File: config.mk
export PLATFORM = sky130hd
export DESIGN_NAME = i4003_loader
export DESIGN_NICKNAME = d
export VERILOG_FILES = /design/src/rtl/i4003_pkg.sv /design/src/rtl/i4003_cp_timer.sv /design/src/rtl/i4003_loader.sv
export SDC_FILE = /design/constraint.sdc
export NUM_CORES = 1
export LEC_CHECK = 0
export BUFFER_PORTS_ARGS = -buffer_cell sky130_fd_sc_hd__buf_2
export CAP_MARGIN = 20
export CORE_MARGIN = 2
export CORE_UTILIZATION = 52
export CTS_CLUSTER_SIZE = 40
export DETAILED_ROUTE_END_ITERATION = 10
export GPL_ROUTABILITY_DRIVEN = 0
export PLACE_DENSITY = 0.77
export REMOVE_ABC_BUFFERS = 1
export SYNTH_ARGS = -nofsm -noshare
export SYNTH_HDL_FRONTEND = slang
export SYNTH_HIERARCHICAL = 1
export SYNTH_SLANG_ARGS = --single-unit
export TNS_END_PERCENT = 5
File: constraint.sdc
create_clock -name CLK_i -period 1.8 [get_ports CLK_i]
set_clock_uncertainty 0.15 [all_clocks]
set_input_delay 0.09 -clock CLK_i [delete_from_list [all_inputs] [get_ports CLK_i]]
set_output_delay 0.09 -clock CLK_i [all_outputs]
set_load 0.01 [all_outputs]
File: src/rtl/i4003_pkg.sv
// Shared types and constants for the i4003 shift-register loader.
package i4003_pkg;

  localparam int unsigned I4003_WIDTH = 10;

  typedef enum logic [1:0] {
    IDLE     = 2'd0,
    SHIFT_LO = 2'd1,
    SHIFT_HI = 2'd2
  } state_e;

  // Counter width for a modulus of n, never narrower than one bit
  function automatic int unsigned cnt_w(input int unsigned n);
    return (n > 1) ? $clog2(n) : 1;
  endfunction

endpackage

File: src/rtl/i4003_cp_timer.sv
// CP half-period timer: counts CLK_DIV cycles per phase and flags the last one.
// phase_end_o is registered and lines up with the final cycle of each phase.
module i4003_cp_timer
  import i4003_pkg::*;
#(
  parameter int unsigned CLK_DIV = 4
) (
  input  logic clk_i,
  input  logic rst_n_i,
  input  logic restart_i,
  input  logic run_i,
  output logic phase_end_o
);

  localparam int unsigned CW = cnt_w(CLK_DIV);
  localparam logic [CW-1:0] LAST = CW'(CLK_DIV - 1);

  logic [CW-1:0] cnt_q, cnt_d;
  logic          pe_q, pe_d;

  always_comb begin
    cnt_d = '0;
    pe_d  = 1'b0;
    if (restart_i) begin
      cnt_d = '0;
      pe_d  = (LAST == '0);
    end else if (run_i) begin
      cnt_d = (cnt_q == LAST) ? '0 : cnt_q + CW'(1);
      pe_d  = (cnt_d == LAST);
    end
  end

  always_ff @(posedge clk_i or negedge rst_n_i) begin
    if (!rst_n_i) begin
      cnt_q <= '0;
      pe_q  <= 1'b0;
    end else begin
      cnt_q <= cnt_d;
      pe_q  <= pe_d;
    end
  end

  assign phase_end_o = pe_q;

endmodule

File: src/rtl/i4003_loader.sv
// Parallel-to-serial driver for a chain of i4003 shift registers, MSB first.
// Optional readback of the previous chain contents via `define I4003_READBACK_EN.
module i4003_loader
  import i4003_pkg::*;
#(
  parameter int unsigned WIDTH   = I4003_WIDTH,
  parameter int unsigned CHAIN   = 1,
  parameter int unsigned CLK_DIV = 4
) (
  input  logic                   CLK_i,
  input  logic                   RST_N_i,
  input  logic [WIDTH*CHAIN-1:0] DATA_i,
  input  logic                   VALID_i,
  output logic                   READY_o,
  output logic                   CP_o,
  output logic                   DATA_OUT_o,
  output logic                   E_o,
  output logic                   BUSY_o,
  output logic                   DONE_o,
  input  logic                   SERIAL_IN_i,
  output logic [WIDTH*CHAIN-1:0] PREV_o
);

  localparam int unsigned NBITS = WIDTH * CHAIN;
  localparam int unsigned BCW   = $clog2(NBITS + 1);

  state_e           state_q, state_d;
  logic [NBITS-1:0] shreg_q, shreg_d;
  logic [BCW-1:0]   bitcnt_q, bitcnt_d;
  logic             cp_q, cp_d;
  logic             dout_q, dout_d;
  logic             e_q, e_d;
  logic             ready_q, ready_d;
  logic             busy_q, busy_d;
  logic             done_q, done_d;
  logic             phase_end;
  logic             accept;
  logic             last_bit;
  logic             shift_step;
  logic             finish;

  assign accept     = VALID_i & ready_q;
  assign last_bit   = (bitcnt_q == BCW'(NBITS - 1));
  assign shift_step = (state_q == SHIFT_HI) & phase_end;
  assign finish     = shift_step & last_bit;

  i4003_cp_timer #(.CLK_DIV(CLK_DIV)) u_cp_timer (
    .clk_i       (CLK_i),
    .rst_n_i     (RST_N_i),
    .restart_i   (accept),
    .run_i       (state_q != IDLE),
    .phase_end_o (phase_end)
  );

  always_ff @(posedge CLK_i or negedge RST_N_i) begin
    if (!RST_N_i) state_q <= IDLE;
    else          state_q <= state_d;
  end

  always_comb begin
    state_d = state_q;
    case (state_q)
      IDLE:     if (accept)    state_d = SHIFT_LO;
      SHIFT_LO: if (phase_end) state_d = SHIFT_HI;
      SHIFT_HI: if (phase_end) state_d = last_bit ? IDLE : SHIFT_LO;
      default:                 state_d = IDLE;
    endcase
  end

  // Datapath and output next values; outputs are a function of the next state so they register cleanly
  always_comb begin
    shreg_d  = shreg_q;
    bitcnt_d = bitcnt_q;
    if (accept) begin
      shreg_d  = DATA_i;
      bitcnt_d = '0;
    end else if (shift_step) begin
      shreg_d  = shreg_q << 1;
      bitcnt_d = bitcnt_q + BCW'(1);
    end
    cp_d    = (state_d == SHIFT_HI);
    dout_d  = (state_d == SHIFT_LO) ? shreg_d[NBITS-1] : dout_q;
    e_d     = finish ? 1'b1 : ((state_d != IDLE) ? 1'b0 : e_q);
    ready_d = (state_d == IDLE);
    busy_d  = (state_d != IDLE);
    done_d  = finish;
  end

  always_ff @(posedge CLK_i or negedge RST_N_i) begin
    if (!RST_N_i) begin
      shreg_q  <= '0;
      bitcnt_q <= '0;
      cp_q     <= 1'b0;
      dout_q   <= 1'b0;
      e_q      <= 1'b0;
      ready_q  <= 1'b1;
      busy_q   <= 1'b0;
      done_q   <= 1'b0;
    end else begin
      shreg_q  <= shreg_d;
      bitcnt_q <= bitcnt_d;
      cp_q     <= cp_d;
      dout_q   <= dout_d;
      e_q      <= e_d;
      ready_q  <= ready_d;
      busy_q   <= busy_d;
      done_q   <= done_d;
    end
  end

  assign READY_o    = ready_q;
  assign CP_o       = cp_q;
  assign DATA_OUT_o = dout_q;
  assign E_o        = e_q;
  assign BUSY_o     = busy_q;
  assign DONE_o     = done_q;

`ifdef I4003_READBACK_EN
  // The chain's serial output is stable at the end of SHIFT_LO, just before CP rises
  logic [NBITS-1:0] cap_q, cap_d;
  logic [NBITS-1:0] prev_q, prev_d;

  always_comb begin
    cap_d  = cap_q;
    prev_d = prev_q;
    if ((state_q == SHIFT_LO) && phase_end) cap_d = (cap_q << 1) | NBITS'(SERIAL_IN_i);
    if (finish) prev_d = cap_q;
  end

  always_ff @(posedge CLK_i or negedge RST_N_i) begin
    if (!RST_N_i) begin
      cap_q  <= '0;
      prev_q <= '0;
    end else begin
      cap_q  <= cap_d;
      prev_q <= prev_d;
    end
  end

  assign PREV_o = prev_q;
`else
  logic unused_serial_in;
  assign unused_serial_in = SERIAL_IN_i;
  assign PREV_o           = '0;
`endif

endmodule

==> impl_results.md, run 1 <==
- Final setup fails: 0
- Tightest Pin Transition: 0.5541 ns
- Yosys cell types: 33
- CTS max path bufs: 2
- PwrDens: 1218 nW/um2
- FF+latch count, synth: 25
- Worst EP required: 1.86 ns
- CP max stage cell: dfrtp_1
- Static Leak: 0.7469 nW
- Via Count: 908
- Port Buffer Count: 18
- Skew-Pair Late Insertion Delay: 0.31 ns
- CTS sink cnt: 25
- CTS H-tree depth: 1
- Status: complete, no violations
- Async SR Flop Fraction: 100.0%
- M1 WL: 929 um
- Layout net count: 171
- Syn Inst Count: 122
- Dpl ws: 0.1775 ns
- Syn Std Cell Area: 1237 um2
- Remaining DRCs: 0
- CTS tree: done
- Total Die Area: 2786 um2
- Gr ovfl total: 0
- Inserted Clock Buffers: 3
- GRT Overall Usage: 18.62%
- Fmax: 605.2 MHz
- Via density: 5.044
- CP startpoint kind: flip-flop
- First-pass GRT wire length: 3732 um
- CP arrival: 1.71 ns
- Post-cts sizing count: 0
- Final Hold Fails: 0
- Most used flip-flop cell after synthesis: dfrtp_1
- Slowest stage delay, CP: 0.50 ns
- Top cells by area, synth: dfrtp_1 49%, buf_4 6.7%, nand2_1 6.7%
- Crit-path cells: nand3b_2, o22ai_2, mux2_4
- Die Y-Extent: 52.78 um
- Io pins: 30
- Avg Inst Size Synth: 10.14 um2
- Number of synthesized flops with an enable pin: 0
- Layout Utilization: 64.65%
- Post-Route WL: 2250 um
- Pre-antenna DRT Iters: 4
- CP Capture Type: flip-flop
- Root Buffer: clkbuf_4
- Routed wl met2: 1167 um
- FF+latch area: 626.9 um2
- HP Class: input pin to flip-flop
- Most frequent cells in the layout: 24 x dfrtp_1, 22 x nand2_1, 18 x buf_2
- Cell accounting for the most synthesized area: dfrtp_1
- Max rail drop VDD: 0.0007128 V
- Buf/Inv on CP: 0
- Sequential-to-total area share from yosys stat: 50.66%
- CP Class: flip-flop to flip-flop
- ANT nets after route: 0
- Maximum fanout along the worst path: 10
- Area Growth Syn to Fin: 16.68%
- Die width: 52.78 um
- Setup WS post-layout: 0.1476 ns
- Initial Util: 55.41%
- Layout cell share with drive strength beyond 1: 25.66%
- Largest delay share family, worst path: flip-flops
- Highest routed metal layer: met4
- Starting DRT DRC Count: 12
- Vias in the first global route: 887
- Initial antenna violation count: 0
- Tmin final: 1.652 ns
- Core footprint: 2233 um2
- Critical path origin: state_q[0]
- Final setup TNS: 0 ns
- HPWL Detailed: 1435 um
- Period utilisation layout: 91.80%
- Max Cap Viol: 0
- N_diodes: 0
- Fillers: 186
- Area of the multi-input gates: 514.2 um2
- Synth top area share: 48.53%
- Met3 WL post-DR: 111 um
- Clock Pin Slew Worst Setup and Hold Paths: 0.12 ns
- Final slew viol count: 0
- Worst Hold Launch: VALID_i
- Mean routed wirelength per cell: 12.50 um
- RSZ-0062 raised after global routing: false
- Largest net degree at the start of global routing: 26
- Synth warn: 6
- Row cnt: 17
- R2R Path Start: state_q[0]
- Most common cell after layout, fill and taps aside: dfrtp_1
- Slew HR: 63.06%
==> cell type report <==
type | instances | share of cell area (%)
clock buffers | 4 | 1.820
inverters | 3 | 0.7799
multi-input cells | 87 | 35.62
flip-flops and latches | 25 | 43.41
well taps | 28 | 2.426
repair buffers | 33 | 15.94
==> synthesized netlist by cell type (4+ instances only) <==
cell type / count
nand2_1: 22
buf_4: 11
dfrtp_1: 24
ha_1: 4
a31oi_1: 8
nor2_1: 14
a21o_1: 4
==> tightest hold or removal path: stages <==
cell	delay (ns)
buf_2	0.09
nand2_1	0.07
mux2_4	0.15
o22ai_2	0.08
==> cell families (layout without fill, tap and decap cells) <==
group           Yosys count  count (layout)  share of synthesized area, %
compound gates           19              19                         10.72
buf+inv                  19              40                         10.52
simple gates             49              49                         19.21
xor+xnor                  3               3                         2.124
flops                    25              25                         50.66
fa+ha+maj                 4               4                         4.045
other cells               1              10                        0.3030
mux                       2               2                         2.427
==> report_power, final <==
group	leakage, nW	switching [W]	internal (W)
combinational	0.428	0.000298	0.000323
sequential	0.304	0.000134	0.000760
clock	0.0150	0.000157	0.0000866
==> per-layer routing <==
metal	vias up	global-route usage (%)
met2	35	32.29
met3	6	4.000
met4	0	9.402
li1	444	-
met5	-	0
met1	423	21.36
==> through the flow <==
step	hold slack [ns]	std cells	total power, W	area [um2]
after detailed placement	-0.04237	165	0.001499	1308
after global routing	0.06289	180	0.001895	1444
after CTS	0.05933	180	0.001756	1444
after floorplan	-0.3556	115	0.001320	1152
after global placement	-0.04483	165	0.001474	1308
final	0.06793	180	0.001758	1444
==> repair_timing <==
item	in CTS	in global routing
buffers inserted	0	0
hold buffers	11	0
hold endpoints to repair	35	0
==> registers in the layout (all words and copies together), names as in the netlist <==
register	flops
BUSY_o	1
CP_o	1
DONE_o	1
E_o	1
u_cp_timer/phase_end_o	1
READY_o	1
bitcnt_q	4
shreg_q	10
state_q	2
u_cp_timer/cnt_q	2
DATA_OUT_o	1
==> worst paths after layout <==
| check | endpoint | slack (ns) | cells after the start |
|---|---|---|---|
| hold reg to reg | u_cp_timer/cnt_q[0] | 0.34 | 1 |
| max in group asynchronous | READY_o | 0.98 | 2 |
| min in group asynchronous | bitcnt_q[0] | 0.14 | 2 |
| setup reg to reg | DATA_OUT_o | 0.15 | 3 |
| setup / recovery | DATA_OUT_o | 0.15 | 3 |
| hold / removal | state_q[0] | 0.07 | 4 |
No activity file was read; power rests on OpenSTA's default activity.
==> run 2, diff against run 1 <==
--- a/config.mk
+++ b/config.mk
@@ -8,11 +8,11 @@
 export BUFFER_PORTS_ARGS = -buffer_cell sky130_fd_sc_hd__buf_2
 export CAP_MARGIN = 20
 export CORE_MARGIN = 2
-export CORE_UTILIZATION = 52
+export CORE_UTILIZATION = 45
 export CTS_CLUSTER_SIZE = 40
 export DETAILED_ROUTE_END_ITERATION = 10
 export GPL_ROUTABILITY_DRIVEN = 0
-export PLACE_DENSITY = 0.77
+export PLACE_DENSITY_LB_ADDON = 0.15
 export REMOVE_ABC_BUFFERS = 1
 export SYNTH_ARGS = -nofsm -noshare
 export SYNTH_HDL_FRONTEND = slang
==> impl_results.md, run 2 (synthesis results as in run 1) <==
- Status: complete, no violations
- Layout net count: 171 (unchanged)
- WHS: 0.04526 ns (-0.02266 ns)
- Layout cell share with drive strength beyond 1: 26.32% (+0.66 points)
- Fmax: 628.8 MHz (+3.9%)
- Tmin final: 1.590 ns (-0.06212 ns)
- Die width: 56.44 um (+6.9%)
- CTS sink cnt: 25 (unchanged)
- Root Buffer: clkbuf_4
- Initial Util: 46.06% (-9.3 points)
- Fillers: 261 (+40%)
- Tightest Pin Transition: 0.5478 ns (-0.006251 ns)
- Initial antenna violation count: 0 (unchanged)
- CP Capture Type: flip-flop
- Top Usage Layer GRT: met2
- Die Y-Extent: 56.44 um (+6.9%)
- Io pins: 30 (unchanged)
- Core footprint: 2686 um2 (+20%)
- Final setup TNS: 0 ns (unchanged)
- Total Die Area: 3185 um2 (+14%)
- CP Class: flip-flop to flip-flop
- Worst EP required: 1.88 ns (+0.02 ns)
- N_diodes: 0 (unchanged)
- Pre-antenna DRT Iters: 4 (unchanged)
- Final slew viol count: 0 (unchanged)
- Final setup fails: 0 (unchanged)
- Post-Route WL: 1950 um (-13%)
- Setup WS post-layout: 0.2098 ns (+0.06212 ns)
- ANT nets after route: 0 (unchanged)
- First-pass GRT wire length: 3339 um (-11%)
- Maximum fanout along the worst path: 10 (unchanged)
- Dpl ws: 0.2290 ns (+0.05149 ns)
- Placed Cells: 168 (+1.8%)
- Setup bufs post-CTS: 0 (unchanged)
- CP arrival: 1.67 ns (-0.04 ns)
- CTS H-tree depth: 1 (unchanged)
- Slew HR: 63.48% (+0.42 points)
- Met2 Use GR: 22.76% (-9.5 points)
- Area Growth Syn to Fin: 17.29%
- Row cnt: 19 (+2)
- Remaining DRCs: 0 (unchanged)
- Via density: 4.847 (-3.9%)
- Period utilisation layout: 88.35% (-3.5 points)
- Area after DPL: 1311 um2 (+0.29%)
- Port Buffer Count: 18 (unchanged)
- GRT Overall Usage: 13.27% (-5.4 points)
- Skew-Pair Late Insertion Delay: 0.32 ns (about the same)
- HP Class: input pin to flip-flop
- CP startpoint kind: flip-flop
- Max rail drop VDD: 0.0006805 V (-4.5%)
- Via Count: 887 (-2.3%)
- Final Hold Fails: 0 (unchanged)
- Vias in the first global route: 813 (-8.3%)
- PwrDens: 1209 nW/um2 (-0.68%)
- Gr ovfl total: 0 (unchanged)
- Static Leak: 0.7458 nW (-0.14%)
- Final non-filler cell total: 183 (+1.7%)
- Starting DRT DRC Count: 16 (+4)
- Clock Pin Slew Worst Setup and Hold Paths: 0.15 ns (+0.03 ns)
- Biggest register: shreg_q
- Met3 usage: 2.074% (-1.9 points)
- RSZ-0062 raised after global routing: false
- Mean routed wirelength per cell: 10.66 um (-15%)
- Max FFs per register: 10 (unchanged)
- HPWL Detailed: 1389 um (-3.2%)
- CTS max path bufs: 2 (unchanged)
- Max Cap Viol: 0 (unchanged)
- Met1 Usage GRT: 16.22% (-5.1 points)
- Design area: 1451 um2 (+0.52%)
- Inserted Clock Buffers: 3 (unchanged)
- Most frequent cells in the layout: 24 x dfrtp_1, 22 x nand2_1, 18 x buf_2
- Most common cell after layout, fill and taps aside: dfrtp_1
- Post-cts sizing count: 0 (unchanged)
- CTS tree: done
- Largest net degree at the start of global routing: 26 (unchanged)
- Biggest regs: shreg_q x10, bitcnt_q x4
[run 2: cell count changes in the layout (fill, tap and decap cells not counted)]
cell,before,now
clkbuf_1,1,0
clkinvlp_4,0,1
[run 2: path summary, 6_finish.rpt]
kind,slack (ns),end,cells past startpoint,from
worst max-delay path,0.21,DATA_OUT_o,3,state_q[0]
worst min-delay path,0.05,state_q[0],4,VALID_i
worst max register to register,0.21,DATA_OUT_o,3,state_q[0]
worst min register to register,0.34,E_o,1,E_o
max in group asynchronous,1.01,READY_o,2,RST_N_i
min in group asynchronous,0.11,DATA_OUT_o,2,RST_N_i
[run 2: power breakdown]
| group | total [W] | internal [W] | switching, W |
|---|---|---|---|
| sequential | 0.000887 | 0.000759 | 0.000128 |
| combinational | 0.000612 | 0.000323 | 0.000289 |
| clock | 0.000256 | 0.0000849 | 0.000172 |
| total | 0.00176 | 0.00117 | 0.000589 |
[run 2: critical path, stage by stage, from the launching register on]
cell     delay, ns
dfrtp_1       0.54
mux2_4        0.34
o22ai_2       0.16
mux2_4        0.31
[run 2: area by class of cell]
type / instances / area, um2 / share of cell area (%)
inverters: 3 / 11.26 / 0.7759
well taps: 31 / 38.79 / 2.672
multi-input cells: 87 / 514.2 / 35.43
clock buffers: 3 / 22.52 / 1.552
clock inverters: 1 / 7.507 / 0.5172
flip-flops and latches: 25 / 626.9 / 43.19
repair buffers: 33 / 230.2 / 15.86
[run 2: repair_timing]
action | in CTS | in global routing
hold buffers | 11 | 0
setup endpoints to repair | 0 | 0
hold endpoints to repair | 36 | 0
[run 2: metal layers]
layer / routed length [um] / part of all wire, %
met4: 33 / 1.7
met2: 947 / 49
met5: 0 / 0
met1: 901 / 46
met3: 67 / 3.4
[run 2: per-stage QoR]
| step | utilization (%) | total power (W) |
|---|---|---|
| after floorplan | - | 0.001320 |
| after global placement | 48.81 | 0.001485 |
| after detailed placement | 48.81 | 0.001504 |
| after CTS | 54.03 | 0.001782 |
| after global routing | 54.03 | 0.001889 |
| final | 54.03 | 0.001755 |
==> run 3, diff against run 2 <==
--- a/config.mk
+++ b/config.mk
@@ -7,6 +7,7 @@
 export LEC_CHECK = 0
 export BUFFER_PORTS_ARGS = -buffer_cell sky130_fd_sc_hd__buf_2
 export CAP_MARGIN = 20
+export CORE_ASPECT_RATIO = 0.8
 export CORE_MARGIN = 2
 export CORE_UTILIZATION = 45
 export CTS_CLUSTER_SIZE = 40
==> impl_results.md, run 3 (synthesis results as in run 1) <==
- Area Growth Syn to Fin: 18.20%
- First-pass GRT wire length: 3456 um (+3.5%)
- Tmin final: 1.623 ns (+0.03289 ns)
- Max rail drop VDD: 0.0004297 V (-37%)
- Max FFs per register: 10 (unchanged)
- Max Cap Viol: 0 (unchanged)
- Pre-antenna DRT Iters: 4 (unchanged)
- Vias in the first global route: 766 (-5.8%)
- Status: complete, no violations
- Initial Util: 49.06% (+3.0 points)
- Starting DRT DRC Count: 54 (+38)
- R2r worst-path depth: 4 (+1)
- Overall Power: 0.001756 W (about the same)
- Via density: 4.619 (-4.7%)
- CP arrival: 1.70 ns (+0.03 ns)
- CTS sink cnt: 25 (unchanged)
- Mean routed wirelength per cell: 10.72 um (+0.60%)
- Setup slack, reg-to-reg: 0.18 ns (-0.03 ns)
- Layout net count: 172 (+0.58%)
- Fmax: 616.1 MHz (-2.0%)
- Post-Route WL: 2026 um (+3.9%)
- Setup bufs post-CTS: 0 (unchanged)
- Period utilisation layout: 90.17% (+1.8 points)
- Core footprint: 2522 um2 (-6.1%)
- Final non-filler cell total: 189 (+3.3%)
- Total Die Area: 3188 um2 (about the same)
- Root Buffer: clkbuf_4
- Final Hold Fails: 0 (unchanged)
- Row cnt: 16 (-3)
- Dpl ws: 0.1936 ns (-0.03531 ns)
- ANT nets after route: 0 (unchanged)
- Largest net degree at the start of global routing: 26 (unchanged)
- HP Class: input pin to flip-flop
- Die Y-Extent: 50.90 um (-9.8%)
- Biggest register: shreg_q
- WHS: 0.06783 ns (+0.02256 ns)
- Critical Path Sink: DATA_OUT_o
- RSZ-0062 raised after global routing: false
- Maximum fanout along the worst path: 2 (-8)
- Remaining DRCs: 0 (unchanged)
- GRT Overall Usage: 14.26% (+0.99 points)
- Skew-Pair Late Insertion Delay: 0.32 ns (about the same)
- Via Count: 873 (-1.6%)
- HPWL Detailed: 1431 um (+3.0%)
- Inserted Clock Buffers: 3 (unchanged)
- Io pins: 30 (unchanged)
- Most frequent cells in the layout: 24 x dfrtp_1, 22 x nand2_1, 18 x buf_2
- Port Buffer Count: 18 (unchanged)
- Reg2reg end: DATA_OUT_o
- Gr ovfl total: 0 (unchanged)
- CTS max path bufs: 2 (unchanged)
- CP Class: flip-flop to flip-flop
- Fillers: 245 (-6.1%)
- Static Leak: 0.7537 nW (+1.1%)
- CTS H-tree depth: 1 (unchanged)
- Biggest regs: shreg_q x10, bitcnt_q x4
- Layout cell share with drive strength beyond 1: 26.80% (+0.48 points)
- Final slew viol count: 0 (unchanged)
- Clock Pin Slew Worst Setup and Hold Paths: 0.14 ns (about the same)
- R2R Path Start: READY_o
- CP startpoint kind: flip-flop
- Most common cell after layout, fill and taps aside: dfrtp_1
- CP Capture Type: flip-flop
- Slew HR: 63.21% (-0.27 points)
- Placed Cells: 174 (+3.6%)
- Setup WS post-layout: 0.1769 ns (-0.03289 ns)
- CTS tree: done
- Worst EP required: 1.87 ns (about the same)
- PwrDens: 1201 nW/um2 (-0.73%)
- Initial antenna violation count: 0 (unchanged)
- Tightest Pin Transition: 0.5519 ns (+0.004062 ns)
- N_diodes: 0 (unchanged)
- Die width: 62.63 um (+11%)
- Critical path origin: READY_o
- Final setup fails: 0 (unchanged)
[run 3: cell count changes in the layout (fill, tap and decap cells not counted)]
cell,before,now
buf_4,4,5
clkinvlp_4,1,0
clkinv_2,0,1
[run 3: final cells by class]
| cell class | instances | area (um2) | share of cell area (%) |
|---|---|---|---|
| tap | 36 | 45.04 | 3.080 |
| clock buffer | 3 | 22.52 | 1.540 |
| inverter | 3 | 11.26 | 0.7699 |
| clock inverter | 1 | 5.005 | 0.3422 |
| sequential | 25 | 626.9 | 42.86 |
| timing repair buffer | 34 | 237.7 | 16.25 |
| multi-input combinational | 87 | 514.2 | 35.16 |
[run 3: worst max-delay path, stage by stage (launching register included)]
cell	delay, ns
dfstp_2	0.56
nand2_1	0.06
mux2_4	0.28
o22ai_2	0.17
mux2_4	0.31
[run 3: per-layer routing]
layer	global-route usage, %	share of wire, %	vias to the layer above
met5	0	0	-
met4	4.444	0.64	0
met3	5.066	5.9	2
met2	22.58	43	27
met1	18.49	50	399
li1	-	-	445
[run 3: metrics by stage]
stage | instance area, um2 | utilization, % | TNS, ns
after floorplan | 1152 | - | -0.09971
after global placement | 1325 | 52.53 | 0
after detailed placement | 1325 | 52.53 | 0
after CTS | 1463 | 57.99 | 0
after global routing | 1463 | 57.99 | 0
final | 1463 | 57.99 | 0
[run 3: worst min-delay path by stage]
stage	start	endpoint	slack (ns)	cells after the start
2_1_floorplan	RST_N_i	BUSY_o	-0.36	0
3_3_place_gp	RST_N_i	BUSY_o	-0.04	1
3_5_place_dp	RST_N_i	BUSY_o	-0.04	1
4_1_cts	VALID_i	state_q[0]	0.05	4
5_1_grt	VALID_i	state_q[0]	0.08	4
6_report	VALID_i	state_q[0]	0.07	4
[run 3: repair_timing]
| action | 4_1_cts | 5_1_grt |
|---|---|---|
| endpoints found under the hold margin | 35 | 0 |
| resized for setup | 0 | 0 |
| hold buffers | 11 | 0 |
| endpoints found under the setup margin | 0 | 0 |
[run 3: report_power, final]
group	switching, W	total, W	internal (W)
Sequential	0.000132	0.000892	0.000760
Combinational	0.000295	0.000618	0.000323
Clock	0.000163	0.000246	0.0000831
